**src/rtl/piso_serializer.sv**
```systemverilog
// piso_serializer: parallel-in, serial-out transmitter.
//
// A WIDTH-bit word is accepted through a valid/ready handshake and sent
// out one bit per clock on shift_out. The last bit of one frame and the
// acceptance of the next word fall on the same cycle. This gives gapless
// back-to-back frames.
//
// Ports:
//   clk         system clock, rising edge
//   rst         asynchronous active-high reset
//   load_valid  load_data holds a word to transmit
//   load_data   parallel word to serialize (WIDTH bits)
//   load_ready  a word can be accepted this cycle
//   shift_out   serial data line (IDLE_LEVEL outside frames)
//   shift_valid shift_out carries a frame bit this cycle
//   busy        a frame is in progress
//   done        high during the last bit of a frame
module piso_serializer #(
  parameter int WIDTH      = 4,
  parameter bit MSB_FIRST  = 1'b1,
  parameter bit IDLE_LEVEL = 1'b0
) (
  input  logic             clk,
  input  logic             rst,
  input  logic             load_valid,
  input  logic [WIDTH-1:0] load_data,
  output logic             load_ready,
  output logic             shift_out,
  output logic             shift_valid,
  output logic             busy,
  output logic             done
);

  localparam int                CNT_W    = $clog2(WIDTH);
  localparam logic [CNT_W-1:0] CNT_LAST = CNT_W'(WIDTH - 1);
  localparam logic [CNT_W-1:0] CNT_ZERO = CNT_W'(0);
  localparam logic [CNT_W-1:0] CNT_ONE  = CNT_W'(1);

  typedef enum logic {
    ST_IDLE  = 1'b0,
    ST_SHIFT = 1'b1
  } state_t;

  state_t           state_r, state_s;
  logic [WIDTH-1:0] sreg_r, sreg_s;
  logic [CNT_W-1:0] cnt_r, cnt_s;
  logic             last_s;
  logic             ready_s;
  logic             accept_s;

  // Move the register one place toward the output end and fill with zero.
  function automatic logic [WIDTH-1:0] shift_step(input logic [WIDTH-1:0] v);
    if (MSB_FIRST) begin
      shift_step = {v[WIDTH-2:0], 1'b0};
    end else begin
      shift_step = {1'b0, v[WIDTH-1:1]};
    end
  endfunction

  // Handshake decode and next-state logic.
  always_comb begin
    last_s   = (state_r == ST_SHIFT) && (cnt_r == CNT_LAST);
    ready_s  = (state_r == ST_IDLE) || last_s;
    accept_s = load_valid && ready_s;
    state_s  = state_r;
    sreg_s   = sreg_r;
    cnt_s    = cnt_r;
    case (state_r)
      ST_IDLE: begin
        if (accept_s) begin
          state_s = ST_SHIFT;
          sreg_s  = load_data;
          cnt_s   = CNT_ZERO;
        end else begin
          state_s = ST_IDLE;
        end
      end
      ST_SHIFT: begin
        if (accept_s) begin
          // A reload on the last-bit cycle starts the next frame with no gap.
          state_s = ST_SHIFT;
          sreg_s  = load_data;
          cnt_s   = CNT_ZERO;
        end else if (last_s) begin
          state_s = ST_IDLE;
          sreg_s  = shift_step(sreg_r);
          cnt_s   = CNT_ZERO;
        end else begin
          sreg_s  = shift_step(sreg_r);
          cnt_s   = cnt_r + CNT_ONE;
        end
      end
      default: begin
        state_s = ST_IDLE;
        sreg_s  = '0;
        cnt_s   = CNT_ZERO;
      end
    endcase
  end

  // State, shift register and bit counter.
  always_ff @(posedge clk or posedge rst) begin
    if (rst) begin
      state_r <= ST_IDLE;
      sreg_r  <= '0;
      cnt_r   <= CNT_ZERO;
    end else begin
      state_r <= state_s;
      sreg_r  <= sreg_s;
      cnt_r   <= cnt_s;
    end
  end

  // The output bit is taken straight from a register bit. load_data has
  // no path to shift_out.
  assign shift_out   = (state_r == ST_SHIFT) ?
                       (MSB_FIRST ? sreg_r[WIDTH-1] : sreg_r[0]) : IDLE_LEVEL;
  assign shift_valid = (state_r == ST_SHIFT);
  assign busy        = (state_r == ST_SHIFT);
  assign done        = last_s;
  assign load_ready  = ready_s;

endmodule
```
**config.mk**
```make
export PLATFORM = sky130hd
export DESIGN_NAME = piso_serializer
export DESIGN_NICKNAME = d
export VERILOG_FILES = /design/src/rtl/piso_serializer.sv
export SDC_FILE = /design/constraint.sdc
export NUM_CORES = 1
export LEC_CHECK = 0
export CAP_MARGIN = 20
export CORE_AREA = 10 10 47 49
export DETAILED_ROUTE_END_ITERATION = 8
export DIE_AREA = 0 0 57 59
export GPL_ROUTABILITY_DRIVEN = 0
export RECOVER_POWER = 25
export SLEW_MARGIN = 20
export SYNTH_ARGS = -nofsm -noshare
export SYNTH_HDL_FRONTEND = slang
export SYNTH_SLANG_ARGS = --single-unit
```
**constraint.sdc**
```tcl
create_clock -name clk -period 2.6 [get_ports clk]
set_clock_uncertainty 0.05 [all_clocks]
set_input_delay 0.39 -clock clk [delete_from_list [all_inputs] [get_ports clk]]
set_output_delay 0.39 -clock clk [all_outputs]
set_load 0.01 [all_outputs]
```
== Word-level counts from Yosys, hierarchy flattened ==
Cells that the tools add are included.

* Input bits: 7
* Memory bits (writable): 0
* Memories kept: 0
* Register bits: 7
* Output and inout port bits: 5
* Memory bits (read-only): 0
* Latch bits: 0

* Equality and inequality tests: 2
* Multiply operators: 0
* Reduce and logical (&&, ||, !) cells: 3
* Add/sub/neg operators: 1
* Divide/modulo/power cells: 0
* Shift operators: 0
* Multiplexer cells: 12
* Bitwise logic cells: 1
* Order comparisons: 0

{| class="wikitable"
|+ Operators with widths
! kind !! number
|-
| $mux W4 || 2
|-
| $pmux W4 S2 || 1
|-
| $mux W2 || 3
|-
| $mux W1 || 4
|-
| $pmux W2 S2 || 1
|-
| $add A2 B1 Y2 const B || 1
|-
| $eq A2 B2 Y1 const B || 1
|-
| $logic_and A1 B1 Y1 || 2
|-
| $ne A2 B2 Y1 const B || 1
|-
| $pmux W1 S2 || 1
|-
| $logic_or A1 B1 Y1 || 1
|-
| $not A1 Y1 || 1
|}

== Logic depth before layout (Yosys ltp) ==
Gate-level depths: netlist of run 1.

* Depth after elaboration: 6
* Mapped depth: 4
* Depth with buffers taken out: 4

== Worst setup path before layout of run 1 ==
No wires, ideal clock.

* Path kind: register -> output
* Start point: register cnt_r[0]
* End point: output port load_ready
* Cell stages (with the launch flop): 3
* Data arrival time: 871 ps
* Slack: 1,289 ps
* Data required time: 2,160 ps
* Cells stage by stage: dfrtp_1 -> ha_1 -> nand2b_1

* Cells in the longest elaborated chain, start to end: 3

{| class="wikitable"
|+ RTL lines
! item !! RTL line !! source
|-
| start, declared || 46 || <nowiki>logic [CNT_W-1:0] cnt_r, cnt_s;</nowiki>
|-
| start signal, assigned || 110 || <nowiki>cnt_r <= cnt_s;</nowiki>
|-
| $eq A2 B2 Y1 || 62 || <nowiki>last_s = (state_r == ST_SHIFT) && (cnt_r == CNT_LAST);</nowiki>
|-
| $logic_and A1 B1 Y1 || 62 ||
|-
| $logic_or A1 B1 Y1 || 63 || <nowiki>ready_s = (state_r == ST_IDLE) || last_s;</nowiki>
|-
| end, declared || 27 || <nowiki>output logic load_ready,</nowiki>
|}

Every way passes these cells.

== Final worst setup path of run 1 ==
Same ends and word-level chain as after synthesis.

==> impl_metrics.tcl, run 1 <==
set metrics [dict create \
    dp_hpwl_um 595.8 \
    layout-drive-gt1-share 0.1250 \
    post_cts.repair.setup_buffers 0 \
    dr.pass1.iters 4 \
    synth_cell_types 20 \
    antenna_left 0 \
    final_common_cell "clkdlybuf4s50_1" \
    nets 57 \
    crit_path_start_kind "flop" \
    postCtsResizedCells 0 \
    syn_to_final_growth_pct 34.87 \
    die_x_um 57 \
    stdcell_area_um2 513.0 \
    fmax_mhz 466.2 \
    ys_seq_area_frac 0.4605 \
    netlist_area_um2 380.4 \
    grtUsageTotal 0.05563 \
    floorplan.die_area_mm2 0.003363 \
    vdd_drop_max_mv 0.5044 \
    wl_per_cell_um 12.91 \
    cap_violations 0 \
    criticalPathCategory "flop to output pin" \
    slew_headroom 0.6805 \
    hold_path_end "cnt_r[0]$_DFFE_PP0P_" \
    cp.required_ns 2.16 \
    drt-vias-per-instance 4.688 \
    clockBufferDepth 2 \
    portBuffers 11 \
    final_max_slew_viol_count 0 \
    finalSetupTns_ns 0 \
    cellPowerDensity_mw_per_mm2 984.4 \
    reg2reg_slack_ns 1.33 \
    first_global_vias 309 \
    die_y_um 59 \
    pre_cts_ws_ns 0.7542 \
    grt_setup_unrepaired "no" \
    h-tree-depth 1 \
    crit_arrival_ns 1.71 \
    hold_depth 1 \
    holdBufCountCts 0 \
    syn_inst 36 \
    crit_fanout 7 \
    numCtsBuffers 3 \
    cts_tree "done" \
    drc 0 \
    worst_slack_ns 0.4548 \
    min_period_over_period 0.8251 \
    reg2reg_depth 4 \
    met2_usage 0.06977 \
    hp-class "flop to flop" \
    period_minus_slack_ns 2.145 \
    use_met1 0.06273 \
    grt_overflow 0 \
    final_util 0.3661 \
    num_antenna_cells 0 \
    rows 14 \
    wirelength_um 826 \
    grt_max_degree 15 \
    clk_pin_slew_ns 0.05 \
    status "finished clean" \
    setup_viol 0 \
    design.core.area_mm2 0.001401 \
    ys_warn_count 0 \
    grtUsageMet3 0.03433 \
    rr_endpoint "sreg_r[3]$_DFFE_PP0P_" \
    endpoint_kind "output pin" \
    reg2reg_from "cnt_r[0]$_DFFE_PP0P_" \
    ys_ff_latch 7 \
    hold_path_startpoint "cnt_r[0]$_DFFE_PP0P_" \
    busiest_layer "met2" \
    antenna_found_initial 0 \
    final_cell_mix "10 x clkdlybuf4s50_1, 7 x dfrtp_1, 4 x mux2i_1, 4 x o21ai_1" \
    top_level_ports 12 \
    clock_sinks 7 \
    syn_nets 44 \
    drt_iter0_drc 7 \
    tightest_slew_ns 0.4777 \
    p_leak_uw 0.0002350 \
    clkLatencyLatePin_ns 0.25 \
    syn_area_per_cell_um2 10.57 \
    grt_pass1_wl_mm 1.428 \
    start_util 0.2714 \
    root_buffer "clkbuf_4" \
    dpl-instance-area_um2 486.7 \
    vias 300 \
    final.fill_count 159 \
    hold_viol_final 0 \
]
-- state kept, by name (all words and copies together), names as in the netlist --
name and cells:
sreg_r 4, cnt_r 2, busy 1
-- area by class of cell --
cell class                 count  area, um^2  share of cell area
inverter                       1       3.754            0.007317
clock buffer                   4       26.28             0.05122
tap                           16       20.02             0.03902
sequential                     7       175.2              0.3415
timing repair buffer          11       110.1              0.2146
multi-input combinational     25       177.7              0.3463
-- where the power goes --
| group | total, uW | internal, uW | switching (uW) |
|---|---|---|---|
| Clock | 101 | 58.7 | 42.6 |
| Sequential | 189 | 152 | 37.4 |
| Combinational | 214 | 122 | 92.2 |
-- worst max path at each step --
stage	end	depth (start not counted)	start
after CTS	load_ready	3	cnt_r[0]$_DFFE_PP0P_
after global routing	load_ready	3	cnt_r[0]$_DFFE_PP0P_
final	load_ready	3	cnt_r[0]$_DFFE_PP0P_
after detailed placement	load_ready	3	cnt_r[0]$_DFFE_PP0P_
after floorplan	load_ready	2	cnt_r[0]$_DFFE_PP0P_
after global placement	load_ready	3	cnt_r[0]$_DFFE_PP0P_
-- metal layers --
metal	routed length, um	share of wire
met1	422	0.51
met2	310	0.38
met3	69	0.084
met4	24	0.029
met5	0	0
-- logic make-up after synthesis --
kind of cell | synth area share
flops | 0.4605
simple gates | 0.1875
mux | 0.1053
buf+inv | 0.07235
compound gates | 0.1414
fa+ha+maj | 0.03289
-- Yosys cell counts (all sizes together) --
| library cell | instances | area share |
|---|---|---|
| inv | 1 | 0.0099 |
| nor2 | 1 | 0.0099 |
| a31oi | 3 | 0.049 |
| nand3 | 1 | 0.013 |
| buf | 3 | 0.062 |
| a32o | 1 | 0.026 |
| nand2b | 2 | 0.039 |
| o21ai | 5 | 0.066 |
| dfrtp | 7 | 0.46 |
| and3 | 3 | 0.053 |
| mux2i | 4 | 0.11 |
| nand2 | 2 | 0.039 |
| ha | 1 | 0.033 |
| and2 | 2 | 0.033 |
-- critical path, stage by stage (launching register included) --
cell	delay (ns)
dfrtp_1	0.36
ha_1	0.30
nand2b_1	0.22
clkdlybuf4s50_1	0.57
-- through the flow --
step / power, uW / instances / hold WS, ns
2_1_floorplan: 320.5 / 36 / 0.1434
3_3_place_gp: 406.1 / 60 / 0.4301
3_5_place_dp: 407.2 / 60 / 0.4325
4_1_cts: 512.1 / 64 / 0.3335
5_1_grt: 547.7 / 64 / 0.4576
6_report: 505.0 / 64 / 0.4444
No activity file was read; power rests on OpenSTA's default activity.
==> run 2: changes to the inputs <==
Clock period 2.6 ns to 2 ns, I/O delays scaled along.
==> run 2 against run 1 <==
Effect of this change: die area stayed put; sequential cell count unchanged; final cell count increased by 1.6%; utilization up 0.71 points; critical path depth stayed put; clock power grew 35%; total power up 30%; setup slack lost 0.36 ns; critical endpoint is now done; highest routed layer unchanged.
==> impl_metrics.tcl, run 2 (synthesis results as in run 1) <==
set metrics [dict create \
    final_cell_mix "9 x clkdlybuf4s50_1, 6 x dfrtp_1, 4 x mux2i_1, 4 x o21ai_1" \
    p_int_uw 430.5 \
    slew_headroom 0.8148 \
    criticalPathCategory "flop to output pin" \
    crit_slowest_cell "clkdlybuf4s50_1" \
    clk_pin_slew_ns 0.05 \
    reg2reg_slack_ns 0.81 \
    largest-register "sreg_r" \
    slowest_delay_ns 0.53 \
    largest_reg_flops 4 \
    drt_iter0_drc 6 \
    clockBufferDepth 2 \
    power_frac_seq 0.378 \
    reg2reg_from "cnt_r[0]$_DFFE_PP0P_" \
    pwr-share-comb 0.415 \
    die_y_um 59 \
    crit_fanout 7 \
    first_global_vias 335 \
    cts_tree "done" \
    nets 58 \
    vias 314 \
    dr.pass1.iters 3 \
    layout-drive-gt1-share 0.1837 \
    p_leak_uw 0.0002403 \
    power_frac_clock 0.207 \
    clkLatencyLatePin_ns 0.26 \
    wl_per_cell_um 13.00 \
    numCtsBuffers 3 \
    multi_input_area_um2 180.2 \
    finalSetupTns_ns 0 \
    crit_arrival_ns 1.56 \
    worst_slack_ns 0.09172 \
    post_cts.repair.setup_buffers 0 \
    design.core.area_mm2 0.001401 \
    cellPowerDensity_mw_per_mm2 1253 \
    antenna_left 0 \
    antenna_found_initial 0 \
    wirelength_um 845 \
    cap_violations 0 \
    rr_endpoint "sreg_r[3]$_DFFE_PP0P_" \
    syn_to_final_growth_pct 37.50 \
    floorplan.die_area_mm2 0.003363 \
    grt_setup_unrepaired "no" \
    path_cells "ha_2, and2_1, clkdlybuf4s50_1" \
    final_common_cell "clkdlybuf4s50_1" \
    h-tree-depth 1 \
    vdd_drop_max_mv 0.6877 \
    pre_cts_ws_ns 0.2389 \
    min_period_over_period 0.9541 \
    clock_sinks 7 \
    reg2reg_depth 4 \
    holdBufCountCts 0 \
    dp_hpwl_um 604 \
    die_x_um 57 \
    endpoint_kind "output pin" \
    seq_area_um2 176.4 \
    portBuffers 11 \
    status "finished clean" \
    grtUsageTotal 0.05606 \
    top_level_ports 12 \
    final_max_slew_viol_count 0 \
    grt_overflow 0 \
    hold_viol_final 0 \
    drc 0 \
    grt_max_degree 15 \
    final.fill_count 152 \
    drt-vias-per-instance 4.831 \
    crit_path_start_kind "flop" \
    p_sw_frac 0.3430 \
    hp-class "input port to asynchronous set/reset pin" \
    period_minus_slack_ns 1.908 \
    power.switching_uw 224.7 \
    tightest_slew_ns 0.2776 \
    crit_start "cnt_r[0]$_DFFE_PP0P_" \
    rows 14 \
    final_util 0.3732 \
    cp.required_ns 1.65 \
    root_buffer "clkbuf_4" \
    setup.worst_path.end "done" \
    holdWs_ns 0.3565 \
    dp_cells 61 \
    fmax_mhz 524.0 \
    grt_pass1_wl_mm 1.414 \
    num_antenna_cells 0 \
    layout.cells.non_filler 65 \
    setup_viol 0 \
    start_util 0.2714 \
]
[run 2: how the worst min path moves through the flow]
stage / from / slack, ns / cells after the start / endpoint
2_1_floorplan: rst / 0.05 / 1 / busy$_DFF_PP0_
3_3_place_gp: cnt_r[0]$_DFFE_PP0P_ / 0.43 / 1 / cnt_r[0]$_DFFE_PP0P_
3_5_place_dp: cnt_r[0]$_DFFE_PP0P_ / 0.44 / 1 / cnt_r[0]$_DFFE_PP0P_
4_1_cts: rst / 0.23 / 2 / sreg_r[3]$_DFFE_PP0P_
5_1_grt: rst / 0.39 / 2 / sreg_r[3]$_DFFE_PP0P_
6_report: rst / 0.36 / 2 / sreg_r[3]$_DFFE_PP0P_
[run 2: per-stage QoR]
step	total power [uW]	instance area [um^2]
floorplan	416.6	380.4
global placement	529.2	494.2
detailed placement	532.3	494.2
CTS	666.1	521.8
global route	713.4	523.0
finish	655.3	523.0
[run 2: layout make-up]
cell class	instances	share of cell area
Clock buffer	4	0.05024
Inverter	1	0.007177
Multi-Input combinational cell	25	0.3445
Sequential cell	7	0.3373
Tap cell	16	0.03828
Timing Repair Buffer	12	0.2225
[run 2: power groups by stage]
| stage | combinational, uW | sequential (uW) | clock [uW] |
|---|---|---|---|
| floorplan | 187 | 230 | 0 |
| global placement | 282 | 247 | 0 |
| detailed placement | 283 | 249 | 0 |
| CTS | 279 | 247 | 140 |
| global route | 310 | 257 | 147 |
| finish | 272 | 248 | 136 |
[run 2: timing repair]
item	4_1_cts	5_1_grt
endpoints found under the setup margin	1	1
gates resized for setup	2	1
gates cloned	0	0
[run 2: routing by layer]
| layer | part of all wire | vias up | wire length (um) | track usage |
|---|---|---|---|---|
| li1 | - | 154 | - | - |
| met1 | 0.50 | 145 | 421 | 0.05790 |
| met2 | 0.39 | 11 | 328 | 0.07442 |
| met3 | 0.071 | 4 | 60 | 0.03219 |
| met4 | 0.040 | 0 | 34 | 0.06040 |
| met5 | 0 | - | 0 | 0 |
[run 2: worst max-delay path: cells and delay by family, from the launching register on]
kind                     cells  cell delay [ns]
adder cells (fa/ha/maj)      1             0.26
flip-flops                   1             0.37
AND/OR/NAND/NOR              1             0.14
buffers and inverters        1             0.53
==> RTL change 1 (config.mk and constraints of run 1) <==
Make the reset (`rst`) synchronous in one clocked block. Comments in the files are not updated.
--- a/src/rtl/piso_serializer.sv
+++ b/src/rtl/piso_serializer.sv
@@ -99,7 +99,7 @@
   end
 
   // State, shift register and bit counter.
-  always_ff @(posedge clk or posedge rst) begin
+  always_ff @(posedge clk) begin
     if (rst) begin
       state_r <= ST_IDLE;
       sreg_r  <= '0;
Behaviour: differs if rst is asserted again (counterexample within 4 cycles, from zero or initial values and one cycle with rst high); with rst held inactive, the same outputs for 10 cycles.
==> RTL change 1 against run 1 <==
- count of clock-buffer cells in the layout unchanged
- maximum frequency up 7.2%
- design area shrank 6.3%
- setup slack better by 0.14 ns
- routed wire length shrank 15%
- sequential cell count unchanged
- area after synthesis down 6.9%
Power is not compared: it rests on default switching activity, and its combinational part moved more than twofold at a synthesized area within 25%.
==> RTL change 1: results (changes against run 1) <==
[final_layout]
regMostFlops = sreg_r  ; unchanged
nNetsFinal = 57  ; unchanged
drive_above_1_share = 0.1458  ; was 0.1250
largest_reg_flops = 4  ; unchanged
final_cells = 64  ; unchanged
fillers = 151  ; was 159
antennaDiodeCount = 0  ; unchanged

[clocking]
post_cts_resized = 0  ; unchanged
cts_setup_buffers = 0  ; unchanged
cts.htree.levels = 1  ; unchanged
cts_root_buffer = clkbuf_4  ; unchanged
clockBufferDepth = 2  ; unchanged
clock_latency_ns = 0.26
numCtsBuffers = 3  ; unchanged
path_clk_slew_ns = 0.06

[logic_synthesis]
ys_types = 18  ; was 20
synth_nets = 43  ; was 44
async_flop_share = 0  ; was 1.000
synthCells = 35  ; was 36
ys_top_cells_by_area = dfxtp_1 (40%), mux2i_1 (11%), a211oi_1 (6.4%)  ; was dfrtp_1 (46%), mux2i_1 (11%), o21ai_1 (5.3%)
ys_seq_area_frac = 0.3958  ; was 0.4605
ys.warnings.count = 0  ; unchanged
synthFlopType = dfxtp_1  ; was dfrtp_1
synth_common_cells = dfxtp_1 (7), nor2_1 (6), mux2i_1 (4)  ; was dfrtp_1 (7), mux2i_1 (4), o21ai_1 (4)

[pwr]
vdd_drop_max_mv = 0.3125
leakage_nw = 0.1970

[outcome]
outcome = finished clean  ; unchanged

[setup_path]
ff2ff_setup_slack_ns = 0.92  ; was 1.33 ns
cp_top_family = buffers and inverters  ; unchanged
crit_fanout = 4  ; was 7
crit_slowest_cell = clkdlybuf4s50_1  ; unchanged
slowest_delay_ns = 0.49  ; was 0.57 ns

[grt]
grt_pass1_vias = 265  ; was 309
grt_pass1_wl_mm = 1.173  ; was 1.428 mm
grt_antenna_before_repair = 0  ; unchanged
gr-usage-all-layers = 0.04595  ; was 0.05563
grt_max_degree = 10  ; was 15

[placed_design]
pre_cts_ws_ns = 0.8240  ; was 0.7542 ns
port_buffers = 11  ; unchanged
place_hpwl_um = 573.2  ; was 595.8 µm
placed_cells = 60  ; unchanged

[route]
routedWlPerCell_um = 11.02  ; was 12.91 µm
num_vias = 277  ; was 300
drt-initial-drc-count = 0  ; was 7
first_pass_iters = 1  ; was 4

[timing]
finalCritPeriodShare = 0.7696  ; was 0.8251
worst_pin_slew_ns = 0.6835  ; was 0.4777 ns
hold_slack_ns = 0.4479  ; was 0.4444 ns

[min_path]
hold_path_class = flip-flop to flip-flop  ; unchanged

==> RTL change 1: cell types whose count changed after synthesis, moves of 2 or more <==
cell      change
dfrtp_1       -7
dfxtp_1       +7
nor2_1        +5
o21ai_1       -4
a211oi_1      +3
a31oi_1       -3
and2_1        -2
and2_2        +2
and3_1        -2
==> RTL change 1: worst register-to-register path, cell delays in order (launching register included) <==
cell and delay, ns:
dfxtp_1 0.32, ha_1 0.23, a21boi_0 0.56, mux2i_1 0.16
a211oi_1 0.26
==> RTL change 1: routing by layer <==
| layer | GRT usage | vias to the layer above | wire, µm |
|---|---|---|---|
| met1 | 0.03832 | 123 | 267 |
| met4 | 0.01007 | 0 | 0 |
| met2 | 0.07287 | 8 | 360 |
| met3 | 0.05150 | 0 | 77 |
| li1 | - | 146 | - |
| met5 | 0 | - | 0 |
==> RTL change 1: kinds of logic (layout without fill, tap and decap cells) <==
| family | count (synthesis) | after routing | synth area share |
|---|---|---|---|
| buf+inv | 3 | 16 | 0.06360 |
| fa+ha+maj | 1 | 1 | 0.03533 |
| simple gates | 12 | 12 | 0.1767 |
| flops | 7 | 7 | 0.3957 |
| compound gates | 7 | 7 | 0.1731 |
| mux | 5 | 5 | 0.1555 |
==> RTL change 1: layout make-up <==
| class | instances | area share |
|---|---|---|
| Timing Repair Buffer | 11 | 0.2292 |
| Tap cell | 16 | 0.04167 |
| Inverter | 1 | 0.007812 |
| Clock buffer | 4 | 0.05469 |
| Multi-Input combinational cell | 25 | 0.3750 |
| Sequential cell | 7 | 0.2917 |
==> RTL change 1: per-stage QoR <==
step | area, µm² | power [mW] | util
finish | 480.5 | 0.2664 | 0.3429
CTS | 491.7 | 0.2731 | 0.3509
global route | 480.5 | 0.2862 | 0.3429
detailed placement | 465.4 | 0.1714 | 0.3321
floorplan | 354.1 | 0.1508 | -
global placement | 465.4 | 0.1711 | 0.3321
==> RTL change 1: path summary, 6_finish.rpt <==
path	startpoint	to	cells past startpoint
worst max-delay path	cnt_r[0]	load_ready	3
worst min register to register	sreg_r[2]	sreg_r[2]	2
worst max register to register	cnt_r[0]	sreg_r[1]	4
worst min-delay path	sreg_r[2]	sreg_r[2]	2
==> RTL change 1: power breakdown <==
group / total, mW / leakage [nW] / internal (mW) / switching [mW]
sequential: 0.120 / 0.0579 / 0.115 / 0.00528
combinational: 0.0455 / 0.124 / 0.0274 / 0.0181
clock: 0.101 / 0.0150 / 0.0587 / 0.0418
total: 0.266 / 0.197 / 0.201 / 0.0652
==> RTL change 2 (settings of run 1) <==
Made on the original files. `WIDTH`: 4 -> 8.
--- a/src/rtl/piso_serializer.sv
+++ b/src/rtl/piso_serializer.sv
@@ -16,7 +16,7 @@
 //   busy        a frame is in progress
 //   done        high during the last bit of a frame
 module piso_serializer #(
-  parameter int WIDTH      = 4,
+  parameter int WIDTH      = 8,
   parameter bit MSB_FIRST  = 1'b1,
   parameter bit IDLE_LEVEL = 1'b0
 ) (
Ports: changed (resized load_data); port bits go from 12 to 16. No check against the original RTL was run, so the function may have changed too.
==> RTL change 2 against run 1 <==
- sequential cell count grew 5
- combinational power grew 31%
- routed wire length grew 64%
- via count grew 78%
- power grew 45%
- design area grew 63%
- setup slack lost 0.23 ns
- area after synthesis grew 71%
- critical endpoint unchanged
==> RTL change 2: results (changes against run 1) <==
[placed_design]
place_hpwl_mm = 1.006  ; was 595.8 µm
port_buffers = 15  ; was 11

[logic_synthesis]
ys.warnings.count = 0  ; unchanged
synth_fa_ha_area_frac = 0.03839  ; was 0.03289
ys_types = 16  ; was 20
synth_compound_area_frac = 0.1574  ; was 0.1414
synth_mux_area_frac = 0.1228  ; was 0.1053
synth_common_cells = dfrtp_1 (12), o21ai_1 (10), mux2i_1 (8)  ; was dfrtp_1 (7), mux2i_1 (4), o21ai_1 (4)
synth_xor_area_frac = 0  ; unchanged
ys_seq_area_frac = 0.4607  ; was 0.4605
synthFlopType = dfrtp_1  ; unchanged
ys_top_cells_by_area = dfrtp_1 (46%), mux2i_1 (12%), o21ai_1 (7.7%)  ; was dfrtp_1 (46%), mux2i_1 (11%), o21ai_1 (5.3%)
async_flop_share = 1.000  ; unchanged
synth_nets = 79  ; was 44

[setup_path]
slowest_delay_ns = 0.56
r2r-start = cnt_r[0]  ; unchanged
cp_data_arrival_time_ns = 1.93  ; was 1.71 ns
crit_end = load_ready  ; unchanged
cp_top_family = buffers and inverters  ; unchanged
ff2ff_path_depth = 5  ; was 4
crit_slowest_cell = clkdlybuf4s50_1  ; unchanged
timing.rr.end = sreg_r[6]  ; was sreg_r[3]
startpoint = cnt_r[0]  ; unchanged
crit_fanout = 12  ; was 7
ff2ff_setup_slack_ns = 1.09  ; was 1.33 ns

[clocking]
cts.htree.levels = 1  ; unchanged
cts_setup_buffers = 0  ; unchanged
cts_root_buffer = clkbuf_4  ; unchanged
post_cts_resized = 0  ; unchanged
cts_tree = built  ; unchanged
clockBufferDepth = 2  ; unchanged
clock_latency_ns = 0.27  ; was 0.25 ns
path_clk_slew_ns = 0.08  ; was 0.05 ns
numCtsBuffers = 3  ; unchanged

[min_path]
min_path_cells = 1  ; unchanged
hold_path_class = flip-flop to flip-flop  ; unchanged
min_from = cnt_r[0]  ; unchanged
min_to = cnt_r[0]  ; unchanged

[grt]
grt_pass1_wl_mm = 2.401  ; was 1.428 mm
grt_pass1_vias = 573  ; was 309
gr-usage-all-layers = 0.08848  ; was 0.05563
grt_max_degree = 14  ; was 15
grt_antenna_before_repair = 0  ; unchanged

[route]
first_pass_iters = 4  ; unchanged
drt-initial-drc-count = 8  ; was 7
num_vias = 534  ; was 300
routedWlPerCell_um = 13.96  ; was 12.91 µm

[final_layout]
fillers = 128  ; was 159
drive_above_1_share = 0.08642  ; was 0.1250
antennaDiodeCount = 0  ; unchanged
largest_reg_flops = 8  ; was 4
regMostFlops = sreg_r  ; unchanged
nNetsFinal = 95  ; was 57

[pwr]
leakage_nw = 0.4037  ; was 0.2350 nW
vdd_drop_max_mv = 0.4844  ; was 0.5044 mV

[timing]
timing.slew.headroom = 0.6561  ; was 0.6805
hold_slack_ns = 0.4415  ; was 0.4444 ns

[outcome]
outcome = finished clean  ; unchanged

RTL change 2: changes by cell type after synthesis, sizes merged:
| cell | change |
|---|---|
| buf | +3 |
| o21ai | +5 |
| mux2i | +4 |
| ha | +1 |
| a32o | -1 |
| dfrtp | +5 |
| nand2 | +2 |
| inv | +2 |
| and3 | +4 |
| o32ai | +1 |
| a31oi | +4 |
RTL change 2: stage by stage:
step	cell area, µm²	std cells	setup WS, ns
2_1_floorplan	651.9	66	1.064
3_3_place_gp	799.5	93	0.5336
3_5_place_dp	799.5	93	0.5228
4_1_cts	835.8	97	0.2085
5_1_grt	835.8	97	0.05293
6_report	835.8	97	0.2261
RTL change 2: power breakdown:
| group | internal [mW] | total [mW] | switching (mW) |
|---|---|---|---|
| logic | 0.148 | 0.280 | 0.133 |
| registers | 0.256 | 0.302 | 0.0458 |
| clock network | 0.0852 | 0.151 | 0.0655 |
RTL change 2: kinds of logic after synthesis:
group | count (synthesis)
multiplexers | 8
AO/OA/AOI/OAI | 18
adder cells (fa/ha/maj) | 2
buffers and inverters | 9
flip-flops | 12
AND/OR/NAND/NOR | 17
RTL change 2: final cells by class:
class / instances / area (µm²) / area share
well taps: 16 / 20.02 / 0.02395
multi-input cells: 45 / 302.8 / 0.3623
flip-flops and latches: 12 / 300.3 / 0.3593
repair buffers: 17 / 165.2 / 0.1976
clock buffers: 4 / 36.28 / 0.04341
inverters: 3 / 11.26 / 0.01347
RTL change 2: routing by layer:
layer / vias to the layer above / share of wire / GRT usage
met5: - / 0 / 0
met4: 0 / 0.016 / 0.06040
met3: 4 / 0.069 / 0.03219
met2: 11 / 0.48 / 0.1473
met1: 253 / 0.44 / 0.09125
li1: 266 / - / -
